--- src/rtl/hqm_aw_async_data_resp.sv ---
// Purpose: destination-side responder of a toggle req/ack data crossing; captures src_data on each
//          synchronized request toggle, presents it with valid/ready, returns an ack toggle on accept.
// Latency: out_v rises SYNC_DEPTH+1 dst_clk edges after the request toggle is first sampled.
// Backpressure: out_v/out_data hold while out_ready=0; the ack is withheld until the consumer accepts.
//
// Ports:
//   dst_clk, dst_rst_n   destination clock, async active-low reset
//   src_req_tgl          request toggle from the source domain (asynchronous)
//   src_data[WIDTH]      source data, quasi-static from req toggle until the source sees the ack
//   dst_ack_tgl          registered ack toggle back to the source
//   out_v/out_ready      downstream valid/ready handshake, out_data stable while out_v=1
//   data_f[WIDTH]        last accepted data, held
//   busy                 request in flight
//   proto_err / err_clr  sticky protocol-violation flag and its clear
// Optional build macro HQM_AW_ASYNC_DATA_RESP_PARITY_EN adds src_par (even parity over src_data)
// and the sticky par_err output, also cleared by err_clr.
module hqm_aw_async_data_resp #(
    parameter int                 WIDTH       = 32,
    parameter logic [WIDTH-1:0]   RST_DEFAULT = '0,
    parameter int                 SYNC_DEPTH  = 2     // legal 2..4
) (
    input  logic                  dst_clk,
    input  logic                  dst_rst_n,
    input  logic                  src_req_tgl,
    input  logic [WIDTH-1:0]      src_data,
`ifdef HQM_AW_ASYNC_DATA_RESP_PARITY_EN
    input  logic                  src_par,
    output logic                  par_err,
`endif
    output logic                  dst_ack_tgl,
    output logic                  out_v,
    input  logic                  out_ready,
    output logic [WIDTH-1:0]      out_data,
    output logic [WIDTH-1:0]      data_f,
    output logic                  busy,
    output logic                  proto_err,
    input  logic                  err_clr
);

    typedef enum logic {
        IDLE  = 1'b0,
        VALID = 1'b1
    } state_t;

    state_t                 state;
    state_t                 state_nxt;
    logic [SYNC_DEPTH-1:0]  req_sync;
    logic                   req_s;
    logic                   req_prev;
    logic                   req_edge;
    // Holds a request edge that lands in the same cycle the current word is accepted,
    // so it is served on the following IDLE cycle instead of being lost.
    logic                   req_pend;
    logic                   req_pend_nxt;
    logic                   out_v_nxt;
    logic [WIDTH-1:0]       out_data_nxt;
    logic [WIDTH-1:0]       data_f_nxt;
    logic                   ack_nxt;
    logic                   proto_set;
    logic                   capture;

    // Request-toggle synchronizer; req_prev starts at 0, so a toggle held high across
    // reset is seen as exactly one request afterwards.
    always_ff @(posedge dst_clk or negedge dst_rst_n) begin
        if (!dst_rst_n) begin
            req_sync <= '0;
            req_prev <= 1'b0;
        end else begin
            req_sync <= {req_sync[SYNC_DEPTH-2:0], src_req_tgl};
            req_prev <= req_s;
        end
    end

    assign req_s    = req_sync[SYNC_DEPTH-1];
    assign req_edge = req_s ^ req_prev;

    always_comb begin
        state_nxt    = state;
        out_v_nxt    = out_v;
        out_data_nxt = out_data;
        data_f_nxt   = data_f;
        ack_nxt      = dst_ack_tgl;
        req_pend_nxt = req_pend;
        proto_set    = 1'b0;
        capture      = 1'b0;
        case (state)
            IDLE: begin
                if (req_edge || req_pend) begin
                    capture      = 1'b1;
                    out_data_nxt = src_data;
                    out_v_nxt    = 1'b1;
                    req_pend_nxt = 1'b0;
                    state_nxt    = VALID;
                end
            end
            VALID: begin
                if (out_ready) begin
                    data_f_nxt   = out_data;
                    ack_nxt      = ~dst_ack_tgl;
                    out_v_nxt    = 1'b0;
                    req_pend_nxt = req_edge;
                    state_nxt    = IDLE;
                end else if (req_edge) begin
                    // New request while the previous word is still unaccepted: the source
                    // broke the handshake. Flag it and drop the request (no ack).
                    proto_set = 1'b1;
                end
            end
            default: begin
                state_nxt = IDLE;
                out_v_nxt = 1'b0;
            end
        endcase
    end

    always_ff @(posedge dst_clk or negedge dst_rst_n) begin
        if (!dst_rst_n) begin
            state       <= IDLE;
            out_v       <= 1'b0;
            out_data    <= '0;
            data_f      <= RST_DEFAULT;
            dst_ack_tgl <= 1'b0;
            req_pend    <= 1'b0;
            proto_err   <= 1'b0;
        end else begin
            state       <= state_nxt;
            out_v       <= out_v_nxt;
            out_data    <= out_data_nxt;
            data_f      <= data_f_nxt;
            dst_ack_tgl <= ack_nxt;
            req_pend    <= req_pend_nxt;
            // set has priority over clear
            proto_err   <= proto_set | (proto_err & ~err_clr);
        end
    end

    assign busy = (state == VALID);

`ifdef HQM_AW_ASYNC_DATA_RESP_PARITY_EN
    logic par_set;

    // Checked on the capturing edge so par_err rises together with out_v; the word is still
    // delivered and acked.
    assign par_set = capture & (^{src_data, src_par});

    always_ff @(posedge dst_clk or negedge dst_rst_n) begin
        if (!dst_rst_n) begin
            par_err <= 1'b0;
        end else begin
            par_err <= par_set | (par_err & ~err_clr);
        end
    end
`else
    logic unused_capture;
    assign unused_capture = capture;
`endif

endmodule

--- config.mk ---
export PLATFORM = sky130hd
export DESIGN_NAME = hqm_aw_async_data_resp
export DESIGN_NICKNAME = d
export VERILOG_FILES = /design/src/rtl/hqm_aw_async_data_resp.sv
export SDC_FILE = /design/constraint.sdc
export NUM_CORES = 1
export LEC_CHECK = 0
export ABC_CLOCK_PERIOD_IN_PS = 1880
export BUFFER_PORTS_ARGS = -buffer_cell sky130_fd_sc_hd__buf_2
export CAP_MARGIN = 20
export CORE_AREA = 2 2 84 86
export DETAILED_ROUTE_END_ITERATION = 12
export DIE_AREA = 0 0 86 88
export PLACE_DENSITY = 0.64
export SYNTH_ARGS = -nofsm -noshare
export SYNTH_HDL_FRONTEND = slang
export SYNTH_SLANG_ARGS = --single-unit
export TNS_END_PERCENT = 30
--- constraint.sdc ---
create_clock -name dst_clk -period 1.88 [get_ports dst_clk]
set_input_delay 0.376 -clock dst_clk [delete_from_list [all_inputs] [get_ports dst_clk]]
set_output_delay 0.376 -clock dst_clk [all_outputs]
set_load 0.1 [all_outputs]
# Yosys cells after proc, flatten, opt, wreduce, memory -nomap -nowiden
# Cells that the tools add are included.
dict set report word_totals {
  word_cells 33
  reg_bits 72
  in_bits 37
}
dict set report classes {
  n_bitwise 6
  eq_ne 2
  reduce_logical 4
  n_mux 12
}
# operator count
set ops {}
lappend ops {{2-to-1 mux 1 bit} 9}
lappend ops {{case mux 1 bit (2 select lines)} 3}
lappend ops {{AND reduction 2 bit} 3}
lappend ops {{!= test 2 bit, second input constant} 2}
lappend ops {{NOT 1 bit} 3}
lappend ops {{AND 1 bit} 1}
lappend ops {{logical OR 1 bit} 1}
lappend ops {{bitwise OR 1 bit} 1}
lappend ops {{XOR 1 bit} 1}

# Depth between registers and ports, before layout
dict set report logic_depth {
  depth_word 5
  depth_mapped 4
  ltp_nobuf 3
}

# Least setup slack after synthesis
# Ideal clock, no wire load.
dict set report synth_timing {
  path_kind {register to register}
  from {reg state (netlist: busy)}
  to {reg data_f[23]}
  synth_period_minus_slack_ns 1.867
  setup_ns 0.126
  arrival_ns 1.742
  path_buffers 1
  path_stages_with_launch 4
  t_required_ns 1.754
  setup_slack_ns 0.013
  cell_sequence {dfrtp_1 nand2_2 buf_2 mux2_2}
}
dict set report synth_between {
  elab_chain_cells 1
}
# item line_no
set synth_rtl {}
lappend synth_rtl {{start: declaration} 45} ;# state_t state;
lappend synth_rtl {{start signal: assignment} 126} ;# state <= state_nxt;
lappend synth_rtl {{AND reduction 2 bit (no line)} n/a}
lappend synth_rtl {{end signal: assignment} 129} ;# data_f <= data_f_nxt;
lappend synth_rtl {{end: declaration} 34} ;# output logic [WIDTH-1:0] data_f,
# Every way passes these cells.
# A chain may end at the register's enable or synchronous reset.

# Final worst setup path
dict set report layout_timing {
  from {reg state (netlist: busy)}
  to {out busy}
}
# item line_no
set layout_rtl {}
lappend layout_rtl {{end: declaration} 35} ;# output logic busy,
# No word-level cell between the ends.

==> out/results.tsv <==
stage	metric	value	unit
timing	fin_tns_setup	0	ns
global_routing	grt_pass1_wl	8180	um
clocking	ctsHoldBuffers	0	
yosys	yosys.area.top_type	dfrtp_1	
critical_path	rrSetupSlack	0.38	ns
final_layout	syn2layout_area_growth	30.6	%
yosys	synth_area_per_cell	17.2	sq um
yosys	synth_edf_count	0	
yosys	yosysMostFrequentCell	dfrtp_1	
timing	worst_pin_slew	0.499	ns
floorplan	die_area	7570	sq um
placement	port_buffers	104	
floorplan	core_area	6640	sq um
critical_path	crit_type	register to output pin	
global_routing	track_usage	14.2	%
yosys	ys.flop_type	dfrtp_1	
drt	wl_met3	385	um
timing	rsz0062_at_grt	false	
yosys	synth_common_cells	dfrtp_1, mux2_2, buf_2, buf_6, inv_1	
yosys	yosys_warnings	0	
global_routing	grt_overflow	0	
global_routing	first_global_vias	1733	
clocking	cts-htree-levels	3	
floorplan	start_util	40.4	%
outcome	outcome	complete, no violations	
drt	wl	5100	um
floorplan	die_w	86	um
clocking	cts_root_buf	clkbuf_8	
clocking	path_clk_slew	0.07	ns
drt	wl_per_cell	14.4	um
timing	fin_crit	1.69	ns
final_layout	nFillCells	585	
placement	gp_congestion	0.717	
clocking	tritoncts	built	
clocking	cts_made_buffers	9	
drt	ant_nets	0	
drt	num_vias	1679	
critical_path	critPathMaxStageDelay	0.49	ns
timing	setup_viol	0	
yosys	ys_top_cells_by_area	dfrtp_1, mux2_2, buf_6	
global_routing	grt_max_degree	73	
final_layout	final_nets	307	
yosys	synthCells	156	
final_layout	final_layout_size_suffix_gt1_share	69.5	%
drt	first_pass_iters	4	
clocking	post_cts_buffers	0	
yosys	yosysUniqueCellTypes	17	
critical_path	crit_chain	buf_2	
timing	period_share	89.9	%
timing	slew_headroom	67.0	%
yosys	synth_async_sr_flop_share	100	%
floorplan	die_h	88	um
floorplan	num_rows	30	
drt	viasPerCell	4.73	
drt	drtIter0Drc	27	
global_routing	antenna_found_initial	0	
placement	pre_cts_slack	0.376	ns
job	drv_cap	0	
placement	dp_hpwl	3560	um
timing	hold_viol_final	0	
critical_path	crit_path_end_kind	output pin	
critical_path	slowest_stage	dfrtp_1	
critical_path	reg2regPathDepth	4	
clocking	cts_resized	0	
timing	clock_skew	0.00728	ns
clocking	cts_max_path_buffers	2	
yosys	yosysTopAreaCellShare	67.1	%
critical_path	cp_top_family	flip-flops	
clocking	cts.sinks	72	
yosys	yosysSeqAreaShare	67.1	%
critical_path	rr_startpoint	req_sync[1]	
critical_path	cp.arrival	1.31	ns
clocking	clkLatencyLatePin	0.33	ns
drt	wl_met1	2190	um
drt	drc	0	
drt	wl_met2	2430	um
timing	max_clock_freq	592	MHz
timing	fin_ws	0.191	ns
critical_path	crit_fanout	6	
timing	drv_slew	0	
critical_path	critPathBufInv	1	
yosys	synth_seq_cells	72	
critical_path	reg2reg_to	out_data[11]	
final_layout	antenna_cells	0	
yosys	synth_nets	193	
floorplan	io_pins	105	
drt	maxUsedRoutingLayer	met4	
critical_path	cp.required	1.50	ns
worst_hold_path	hold_class	primary input to async pin	
critical_path	startpoint_type	register	
yosys	syn_area	2680	sq um
==> area by class of cell <==
| type | count | area [sq um] | area share, % |
|---|---|---|---|
| repair buffers | 109 | 583 | 16.6 |
| clock inverters | 6 | 60.1 | 1.71 |
| inverters | 3 | 11.3 | 0.321 |
| well taps | 80 | 100 | 2.86 |
| multi-input cells | 75 | 822 | 23.4 |
| flip-flops and latches | 72 | 1800 | 51.4 |
| clock buffers | 10 | 128 | 3.64 |
==> layout by cell type (no fill, tap or decap) <==
master      Yosys  layout
nand2_2         1       1
clkinv_2        0       3
buf_4           0       3
o32ai_1         1       1
a2bb2oi_1       1       1
clkinvlp_4      0       2
dfrtp_1        72      72
clkbuf_8        0       9
o21a_1          1       1
nand2_1         1       1
xnor2_2         1       1
bufinv_16       0       1
mux2_2         62      62
mux2_4          2       2
buf_12          0       2
buf_2           3     104
a211oi_1        1       1
clkbuf_1        0       1
inv_1           3       3
nor2_1          1       1
xnor2_1         1       1
nand2b_1        1       1
a21oi_4         1       1
==> per-stage QoR <==
step / hold WS (ns) / util (%) / cell area [sq um] / cells
3_3_place_gp: 0.334 / 49.9 / 3320 / 339
3_5_place_dp: 0.341 / 49.9 / 3320 / 339
2_1_floorplan: 0.0804 / - / 2680 / 156
5_1_grt: 0.0650 / 52.8 / 3510 / 355
6_report: 0.0571 / 52.8 / 3510 / 355
4_1_cts: 0.0591 / 52.8 / 3510 / 355
==> routing by layer <==
metal / vias up / track usage [%]
li1: 772 / -
met1: 835 / 17.8
met2: 62 / 22.1
met3: 10 / 4.52
met4: 0 / 7.36
met5: - / 0
==> flip-flops by register name (all words and copies together), names as in the netlist <==
register,cells
req_pend,1
busy,1
req_sync,2
out_data,32
req_prev,1
proto_err,1
out_v,1
data_f,32
dst_ack_tgl,1
==> worst max-delay path by stage <==
stage | slack (ns) | endpoint | startpoint | depth (start not counted)
2_1_floorplan | 0.01 | data_f[23] | busy | 3
3_3_place_gp | 0.38 | out_data[11] | req_sync[1] | 4
3_5_place_dp | 0.38 | out_data[17] | req_sync[1] | 4
4_1_cts | 0.16 | busy | busy | 1
5_1_grt | 0.13 | busy | busy | 1
6_report | 0.19 | busy | busy | 1
==> cells by family (layout without fill, tap and decap cells) <==
| logic type | Yosys count | after routing | synth area share, % |
|---|---|---|---|
| xor+xnor | 2 | 2 | 0.933 |
| mux | 64 | 64 | 27.1 |
| simple gates | 4 | 4 | 0.746 |
| flops | 72 | 72 | 67.1 |
| buf+inv | 9 | 128 | 2.24 |
| compound gates | 5 | 5 | 1.82 |
Power is not shown: default switching activity piles up to over one toggle a cycle in this logic, so the estimate is an artifact.
